`config.mk`:
```
export PLATFORM = sky130hd
export DESIGN_NAME = wide_word_fifo
export DESIGN_NICKNAME = d
export VERILOG_FILES = /design/src/rtl/wide_word_fifo.sv
export SDC_FILE = /design/constraint.sdc
export NUM_CORES = 1
export LEC_CHECK = 0
export ABC_AREA = 1
export CAP_MARGIN = 25
export CORE_UTILIZATION = 40
export CTS_CLUSTER_DIAMETER = 150
export CTS_CLUSTER_SIZE = 40
export DETAILED_ROUTE_END_ITERATION = 7
export PLACE_DENSITY = 0.6
export SLEW_MARGIN = 20
export SYNTH_ARGS = -nofsm -noshare
export SYNTH_HDL_FRONTEND = slang
export SYNTH_SLANG_ARGS = --single-unit
```
`constraint.sdc`:
```
create_clock -name clk -period 3.4 [get_ports clk]
set_input_delay 0.68 -clock clk [delete_from_list [all_inputs] [get_ports clk]]
set_output_delay 0.68 -clock clk [all_outputs]
set_load 0.05 [all_outputs]
```
`src/rtl/wide_word_fifo.sv`:
```
// Small word FIFO behind the byte-duplicating front stage, with a saturating flagged-word count and a sticky byte-mismatch flag.
// Optional WIDE_WORD_FIFO_PARITY_EN adds a stored even-parity bit per entry and the out_par_err port.
module wide_word_fifo #(
    parameter int DEPTH = 4,
    parameter int CNT_W = 8
) (
    input  logic                     clk,
    input  logic                     rst,
    input  logic                     in_valid,
    input  logic [15:0]              in_word,
    input  logic                     in_flag,
    output logic                     in_ready,
    output logic                     out_valid,
    input  logic                     out_ready,
    output logic [15:0]              out_word,
    output logic                     out_flag,
    output logic [$clog2(DEPTH):0]   level,
    output logic [CNT_W-1:0]         flag_cnt,
    output logic                     dup_err
`ifdef WIDE_WORD_FIFO_PARITY_EN
    ,
    output logic                     out_par_err
`endif
);

    localparam int AW = $clog2(DEPTH);
`ifdef WIDE_WORD_FIFO_PARITY_EN
    localparam int EW = 18;
`else
    localparam int EW = 17;
`endif

    logic [EW-1:0] mem [DEPTH];
    logic [AW:0]   wptr;
    logic [AW:0]   rptr;
    logic [EW-1:0] entry_in;
    logic [EW-1:0] head;
    logic          full;
    logic          empty;
    logic          wr_en;
    logic          rd_en;

`ifdef WIDE_WORD_FIFO_PARITY_EN
    assign entry_in = {^{in_flag, in_word}, in_flag, in_word};
`else
    assign entry_in = {in_flag, in_word};
`endif

    // Extra pointer MSB separates full (laps differ) from empty (laps equal).
    assign empty     = (wptr == rptr);
    assign full      = (wptr[AW-1:0] == rptr[AW-1:0]) && (wptr[AW] != rptr[AW]);
    assign level     = wptr - rptr;
    assign in_ready  = !full;
    assign out_valid = !empty;
    assign wr_en     = in_valid && in_ready;
    assign rd_en     = out_valid && out_ready;

    assign head     = mem[rptr[AW-1:0]];
    assign out_word = head[15:0];
    assign out_flag = head[16];

`ifdef WIDE_WORD_FIFO_PARITY_EN
    assign out_par_err = out_valid && (head[17] != ^{out_flag, out_word});
`endif

    // Storage is deliberately left unreset; head data is don't-care while empty.
    always_ff @(posedge clk) begin
        if (wr_en) begin
            mem[wptr[AW-1:0]] <= entry_in;
        end
    end

    always_ff @(posedge clk or posedge rst) begin
        if (rst) begin
            wptr     <= '0;
            rptr     <= '0;
            flag_cnt <= '0;
            dup_err  <= 1'b0;
        end else begin
            if (wr_en) begin
                wptr <= wptr + (AW+1)'(1);
                if (in_flag && (flag_cnt != '1)) begin
                    flag_cnt <= flag_cnt + CNT_W'(1);
                end
                if (in_word[15:8] != in_word[7:0]) begin
                    dup_err <= 1'b1;
                end
            end
            if (rd_en) begin
                rptr <= rptr + (AW+1)'(1);
            end
        end
    end

endmodule

```
==> results.toml <==
[routing]
drtPass1Iterations = 5
drt_iter0_drc = 69
drtAntennaViolNets = 0
drc = 0
via_per_inst = 4.99
avgRoutedWirePerCell_um = 14.9
vias = 2416
totalWireLength_um = 7200

[final_layout]
multi_input_area_mm2 = 0.00104
fin_area_mm2 = 0.00449
antennaDiodeCount = 0
fillers = 771
stdcell_count = 484
layout.nets = 401
layout_commonest_cell = "edfxtp_1"
area_growth_syn_to_layout_pct = 24.3
seqCellArea_mm2 = 0.00242
post_route_cells_drive_above_1_share_pct = 12.5
layout_common_cells = "edfxtp_1 (68), nand2_1 (49), clkdlybuf4s50_1 (44)"
fin_util_pct = 51.4

[global_routing]
grt_usage_pct = 16.3
grt.overflow.total = 0
antenna_found_initial = 0
grt_max_degree = 37
grt_pass1_wl_um = 11900
grt_pass1_vias = 2333

[sta]
setup_tns_ns = 0
fin_crit_sh_pct = 89.4
fin_worst_skew_ns = 0.00861
worst_pin_slew_ns = 0.649
grt_setup_unrepaired = "no"
final-max-slew-violation-count = 0
setup_viol = 0
relSlewSlack_pct = 56.7
fin_crit_ns = 3.04
timing.fmax_ghz = 0.329
hold_violations = 0

[logic_synthesis]
syn-instance-count = 309
yosys_warnings = 0
synth.avg_cell_area_um2 = 11.7
synth_area_mm2 = 0.00361
synth-seq-cells = 83
synth.area.top_cells = "edfxtp_1 (57%), dfrtp_1 (10%), nand2_1 (5.1%), o21ai_0 (4.6%), nor2_1 (4.5%)"
synth_top_area_cell = "edfxtp_1"
synth_top_cell_area_share_pct = 56.6
synth.yosys.seq_area_share_pct = 67.0
synth_nets = 339
synth.distinct_cells = 25

[hold_path]
hold_depth = 2
min_to = "dup_err"
hp-start = "dup_err"
hold_path_class = "reg2reg"

[die]
die_h_um = 97.0
die_w_um = 97.0
die_area_mm2 = 0.00941
core.rowCount = 34
start_util_pct = 41.4
core_area_mm2 = 0.00872
io_pins = 52

[setup_path]
crit_fanout = 11
reg2regPathDepth = 8
crit_arrival_ns = 2.36
cp-end-kind = "output port"
critical_path_class = "reg2out"
r2r-end = "mem[3][10]"
worstReg2RegStart = "rptr[0]"
ff2ff_setup_slack_ns = 1.28
critPathLaunchType = "flip-flop"
required_ns = 2.72

[clocking]
postCtsHoldBufs = 0
cts_setup_buffers = 0
cts_buffers = 9
cts_sinks = 83
clk_pin_slew_worst_paths_ns = 0.09
cts_root_buf = "clkbuf_8"
clockBufferDepth = 2
ctsResizeCount = 0
h-tree-depth = 3
cts_tree = "built"
clock_latency_ns = 0.35

[placed_design]
placedCellCount = 468
placed_cell_area_mm2 = 0.00426
place.gp.congestion = 0.703
io_buffers = 51
hpwl_um = 4590

[job]
cap_viol_max_count = 0

[run_status]
status = "finished clean"
==> logic make-up (layout without fill, tap and decap cells) <==
family                   after synthesis  after routing  synth area share [%]
AO/OA/AOI/OAI                         61             61                  9.57
XOR/XNOR                              13             13                  3.16
adder cells (fa/ha/maj)                9              9                  3.33
buffers and inverters                 37            104                  4.09
flip-flops                            83             83                  67.0
AND/OR/NAND/NOR                      106            106                  12.9
==> critical path, stage by stage, from the launching register on <==
cell             delay (ns)
dfrtp_1                0.38
inv_1                  0.30
buf_4                  0.23
o21ai_0                0.10
o22ai_1                0.16
clkdlybuf4s50_1        0.83
==> layer usage <==
metal / GRT usage (%) / routed length (um)
met1: 21.7 / 3430
met2: 26.2 / 3430
met3: 3.76 / 274
met4: 5.51 / 70
met5: 0 / 0
==> worst max-delay path by stage <==
| stage | startpoint | to | slack (ns) | depth (start not counted) |
|---|---|---|---|---|
| after global placement | rptr[0] | out_word[11] | 0.78 | 5 |
| after detailed placement | rptr[0] | out_word[11] | 0.75 | 5 |
| after floorplan | rptr[1] | mem[0][0] | 0.78 | 8 |
| after global routing | rptr[1] | out_word[4] | 0.23 | 5 |
| after CTS | rptr[0] | out_word[11] | 0.36 | 5 |
| final | rptr[1] | out_word[9] | 0.36 | 5 |
==> sequential cells by signal, summed over array words and instances (netlist names) <==
name,count
dup_err,1
flag_cnt,8
mem,68
rptr,3
wptr,3
==> metrics by stage <==
stage | worst slack (ns) | hold slack, ns
2_1_floorplan | 0.783 | 0.509
3_5_place_dp | 0.751 | 0.453
4_1_cts | 0.357 | 0.485
3_3_place_gp | 0.783 | 0.458
5_1_grt | 0.231 | 0.516
6_report | 0.361 | 0.477
==> synth_stat cells, drive strengths merged <==
cell type,count
buf,6
inv,28
xnor2,7
o22ai,17
nor2,46
edfxtp,68
nand3,3
nand3b,1
o21ai,41
fa,1
nand2,56
a21oi,3
dfrtp,15
ha,8
xor2,6
clkbuf,3
==> final cells by class <==
class	count	share of cell area, %
clock inverter	7	2.26
tap	108	3.01
multi-input combinational	189	23.3
clock buffer	9	2.76
inverter	28	2.34
sequential	83	53.9
timing repair buffer	60	12.5
Power is left out: the tool's default activity adds up to more than one toggle a clock period on the data nets, which glitch-free logic cannot reach.
